==> src/rtl/t_latch_bank.sv <==
// NCH-channel bank of WIDTH-bit transparent-mux latches with a global freeze.
// A snap strobe copies all channel outputs into a shadow bank, which is then streamed
// out one channel per valid/ready beat.
module t_latch_bank #(
  parameter int unsigned      WIDTH   = 16,
  parameter int unsigned      NCH     = 4,
  parameter logic [WIDTH-1:0] RST_VAL = '0,
  localparam int unsigned     CW      = (NCH > 1) ? $clog2(NCH) : 1
) (
  input  logic                 clk,
  input  logic                 rst_n,
  input  logic [NCH-1:0]       en,
  input  logic                 freeze,
  input  logic [NCH*WIDTH-1:0] d,
  output logic [NCH*WIDTH-1:0] q,
  input  logic                 snap,
  input  logic                 clr_ovr,
  output logic                 busy,
  output logic [WIDTH-1:0]     rd_data,
  output logic [CW-1:0]        rd_ch,
  output logic                 rd_valid,
  input  logic                 rd_ready,
  output logic                 overrun
);

  typedef enum logic [0:0] {StIdle, StSend} state_e;

  localparam logic [CW-1:0] LastCh = CW'(NCH - 1);

  logic [NCH-1:0]   open_ch;
  logic [WIDTH-1:0] q_ch     [NCH];
  logic [WIDTH-1:0] latch_q  [NCH];
  logic [WIDTH-1:0] shadow_q [NCH];

  state_e        state_q;
  logic          busy_q;
  logic          rd_valid_q;
  logic          overrun_q;
  logic [CW-1:0] rd_ch_q;

  logic snap_take;
  logic snap_drop;
  logic beat_acc;
  logic last_beat;

  assign open_ch = en & {NCH{~freeze}};

  // Zero-latency path when a channel is open; otherwise the held word.
  always_comb begin
    q = '0;
    for (int i = 0; i < NCH; i++) begin
      q_ch[i] = open_ch[i] ? d[i*WIDTH +: WIDTH] : latch_q[i];
      q[i*WIDTH +: WIDTH] = q_ch[i];
    end
  end

  assign snap_take = snap && (state_q == StIdle);
  assign snap_drop = snap && busy_q;
  assign beat_acc  = rd_valid_q && rd_ready;
  assign last_beat = (rd_ch_q == LastCh);

  // Shadow captures the post-mux value so the readback matches what q showed.
  always_ff @(posedge clk or negedge rst_n) begin
    if (!rst_n) begin
      for (int i = 0; i < NCH; i++) begin
        latch_q[i]  <= RST_VAL;
        shadow_q[i] <= RST_VAL;
      end
    end else begin
      for (int i = 0; i < NCH; i++) begin
        if (open_ch[i]) begin
          latch_q[i] <= d[i*WIDTH +: WIDTH];
        end
        if (snap_take) begin
          shadow_q[i] <= q_ch[i];
        end
      end
    end
  end

  always_ff @(posedge clk or negedge rst_n) begin
    if (!rst_n) begin
      state_q    <= StIdle;
      busy_q     <= 1'b0;
      rd_valid_q <= 1'b0;
      rd_ch_q    <= '0;
      overrun_q  <= 1'b0;
    end else begin
      // A new drop wins over a simultaneous clear.
      if (snap_drop) begin
        overrun_q <= 1'b1;
      end else if (clr_ovr) begin
        overrun_q <= 1'b0;
      end

      unique case (state_q)
        StIdle: begin
          if (snap) begin
            state_q    <= StSend;
            busy_q     <= 1'b1;
            rd_valid_q <= 1'b1;
            rd_ch_q    <= '0;
          end
        end
        StSend: begin
          if (beat_acc) begin
            if (last_beat) begin
              state_q    <= StIdle;
              busy_q     <= 1'b0;
              rd_valid_q <= 1'b0;
            end else begin
              rd_ch_q <= rd_ch_q + 1'b1;
            end
          end
        end
        default: begin
          state_q    <= StIdle;
          busy_q     <= 1'b0;
          rd_valid_q <= 1'b0;
        end
      endcase
    end
  end

  assign busy     = busy_q;
  assign rd_valid = rd_valid_q;
  assign rd_ch    = rd_ch_q;
  assign rd_data  = shadow_q[rd_ch_q];
  assign overrun  = overrun_q;

endmodule
==> config.mk <==
export PLATFORM = sky130hd
export DESIGN_NAME = t_latch_bank
export DESIGN_NICKNAME = d
export VERILOG_FILES = /design/src/rtl/t_latch_bank.sv
export SDC_FILE = /design/constraint.sdc
export NUM_CORES = 1
export LEC_CHECK = 0
export CORE_ASPECT_RATIO = 0.9
export CORE_MARGIN = 2
export CORE_UTILIZATION = 40
export DETAILED_ROUTE_END_ITERATION = 10
export GPL_TIMING_DRIVEN = 0
export PLACE_DENSITY = 0.79
export SYNTH_ARGS = -nofsm -noshare
export SYNTH_HDL_FRONTEND = slang
export SYNTH_SLANG_ARGS = --single-unit
==> constraint.sdc <==
create_clock -name clk -period 1.45 [get_ports clk]
set_input_delay 0.2175 -clock clk [delete_from_list [all_inputs] [get_ports clk]]
set_output_delay 0.2175 -clock clk [all_outputs]
set_load 0.01 [all_outputs]
==> flow_metrics.env <==
export IMPL_status="finished, violations left"
export IMPL_violations="negative setup slack"
export IMPL_cts_tree="yes"
export IMPL_finalSetupViolCount=23
export IMPL_gr_usage_all_layers_pct=21.1
export IMPL_drt_wirelength_per_cell_um=20.3
export IMPL_tightest_slew_ps=561
export IMPL_rows=40
export IMPL_skew_ps=5.69
export IMPL_dpl_worst_slack_ps=-785
export IMPL_setup_tns_ps=-7990
export IMPL_gr_total_overflow=0
export IMPL_reg2reg_to="shadow_q[2]"
export IMPL_drt_iter0_drc=184
export IMPL_regArea_mm2=0.00333
export IMPL_period_minus_slack_ps=1940
export IMPL_grt_pass1_vias=4008
export IMPL_min_to="latch_q[47]"
export IMPL_whs_ps=264
export IMPL_syn_inst=318
export IMPL_finalHoldViolCount=0
export IMPL_place_hpwl_mm=9.97
export IMPL_slew_headroom_pct=62.6
export IMPL_fin_cells=751
export IMPL_crit_slowest_cell="mux4_2"
export IMPL_drv_cap=0
export IMPL_syn_area_mm2=0.00559
export IMPL_post_route_util_pct=66.3
export IMPL_numCtsBuffers=17
export IMPL_reg2reg_slack_ps=40
export IMPL_synthesis_nets=393
export IMPL_synth_seq_cells=133
export IMPL_dieArea_mm2=0.0149
export IMPL_drc=0
export IMPL_grt_max_degree=76
export IMPL_first_pass_iters=4
export IMPL_r2r_start="state_q"
export IMPL_fmax_mhz=516
export IMPL_path_clk_slew_ps=60
export IMPL_critPathMaxFanout=7
export IMPL_fin_crit_sh_pct=134
export IMPL_cts_buffer_depth=2
export IMPL_drive_gt1_share_pct=62.1
export IMPL_path_class="reg2out"
export IMPL_leakage_nw=4.42
export IMPL_power_density_mw_per_mm2=1460
export IMPL_power_frac_seq_pct=34.7
export IMPL_ant_nets=0
export IMPL_cts_sinks=133
export IMPL_dr_total_vias=3657
export IMPL_crit_path_cell_trace="buf_8, buf_12, mux4_2, buf_6"
export IMPL_r2r_cells=3
export IMPL_dpl_instance_area_mm2=0.00743
export IMPL_grt_setup_unrepaired="true"
export IMPL_finalPower_mw=13.1
export IMPL_synth_area_leaders="dfrtp_1 59%, mux2_2 18%, mux2_4 11%"
export IMPL_ys_seq_area_share_pct=59.5
export IMPL_die_h_um=116
export IMPL_gp_congestion=0.763
export IMPL_insertion_delay_ps=420
export IMPL_stdcell_area_mm2=0.00895
export IMPL_antenna_found_initial=0
export IMPL_p_comb_share_pct=30.6
export IMPL_maxSlewViolCount=0
export IMPL_cp_required_ps=1230
export IMPL_core_mm2=0.0135
export IMPL_fin_nets=646
export IMPL_htreeDepth=4
export IMPL_synth_top_area_share_pct=59.5
export IMPL_wl_mm=15.3
export IMPL_fillers=921
export IMPL_holdPathStages=3
export IMPL_cp_end_kind="output pin"
export IMPL_yosysUniqueCellTypes=19
export IMPL_start_util_pct=41.4
export IMPL_max_stage_delay_ps=510
export IMPL_multiInputGateArea_mm2=0.00219
export IMPL_portBuffers=158
export IMPL_grt_pass1_wl_mm=23.1
export IMPL_avgSynthCellArea_um2=17.6
export IMPL_synthToLayoutAreaGrowth_pct=60.0
export IMPL_cts_root_buf="clkbuf_16"
export IMPL_dp_cells=645
export IMPL_swShare_pct=25.6
export IMPL_die_w_um=129
export IMPL_clock_power_share_pct=34.7
export IMPL_hold_path_class="in2reg"
export IMPL_io_pins=159
export IMPL_cp_arrival_ps=1720
export IMPL_holdCritStartpoint="en[1]"
export IMPL_intPower_mw=9.73
export IMPL_num_antenna_cells=0
export IMPL_yosys_warnings=0
export IMPL_routed_via_density=4.87
export IMPL_synth_top_area_cell="dfrtp_1"
export IMPL_crit_path_start_kind="register"
export IMPL_fin_ws_ps=-489
export IMPL_max_vdd_ir_drop_mv=0.908
export IMPL_p_switching_mw=3.34
area by class of cell:
type | count | share of cell area, %
Multi-Input combinational cell | 163 | 24.4
Sequential cell | 133 | 37.2
Clock inverter | 10 | 1.71
Timing Repair Buffer | 239 | 26.8
Buffer | 15 | 2.21
Inverter | 2 | 0.0839
Clock buffer | 21 | 5.26
Tap cell | 168 | 2.35
layer usage:
metal | track usage, % | routed length, um | up-vias
met5 | 0 | 0 | -
met4 | 7.61 | 258 | 0
met3 | 5.41 | 551 | 19
met2 | 35.3 | 7930 | 86
met1 | 27.0 | 6520 | 1893
li1 | - | - | 1659
logic make-up (layout without fill, tap and decap cells):
family | count (synthesis) | in the layout | synth area share, %
multiplexers | 144 | 144 | 34.9
flip-flops | 133 | 133 | 59.5
buffers and inverters | 22 | 287 | 3.65
AND/OR/NAND/NOR | 13 | 13 | 1.23
AO/OA/AOI/OAI | 5 | 5 | 0.514
adder cells (fa/ha/maj) | 1 | 1 | 0.224
flip-flops by register name, summed over array words and instances (netlist names):
name / count
overrun: 1
rd_ch: 2
latch_q: 64
state_q: 1
shadow_q: 64
rd_valid: 1
power by group through the flow:
stage	sequential, mW	combinational [mW]	clock, mW
3_5_place_dp	4.58	3.25	0
4_1_cts	4.53	3.87	4.57
2_1_floorplan	4.48	1.70	0
3_3_place_gp	4.56	3.19	0
5_1_grt	4.60	4.24	4.78
6_report	4.54	4.00	4.53
synthesized netlist by cell type, drive strengths merged:
| library cell | number |
|---|---|
| a21oi | 1 |
| a41oi | 1 |
| buf | 19 |
| clkbuf | 1 |
| dfrtp | 133 |
| ha | 1 |
| inv | 2 |
| mux2 | 128 |
| mux4 | 16 |
| nand2 | 3 |
| nand2b | 5 |
| nand3 | 2 |
| nand4b | 1 |
| nor2 | 2 |
| o21ai | 3 |
worst max-delay path, delay by kind of cell, from the launching register on:
family   cells  cell delay [ps]
mux          1              510
buf+inv      3              420
flops        1              370
worst max-delay path by stage:
stage	end	slack (ps)	from
after floorplan	rd_data[10]	-40	rd_ch[0]
after global placement	latch_q[38]	-4810	rst_n
after detailed placement	q[27]	-790	freeze
after CTS	rd_data[12]	-580	rd_ch[0]
after global routing	rd_data[14]	-550	rd_ch[0]
final	rd_data[14]	-490	rd_ch[0]
timing repair:
item                                   CTS  global route
setup buffers                           70            11
hold buffers                             1             0
endpoints found under the hold margin   58             0
pin swaps                                0             1
gates cloned                             3             0
resized for setup                      450            52
setup endpoints to repair              136           118
layout by cell type (no fill, tap or decap), types with 5 or more instances in the layout:
cell type / instances
buf_8: 6
mux2_2: 65
clkinv_2: 5
buf_2: 16
buf_4: 58
buf_12: 11
clkbuf_16: 17
mux2_4: 63
buf_6: 87
mux4_2: 16
nand2b_4: 5
clkdlybuf4s50_1: 67
dfrtp_1: 132
(Power assumes the default switching activity.)
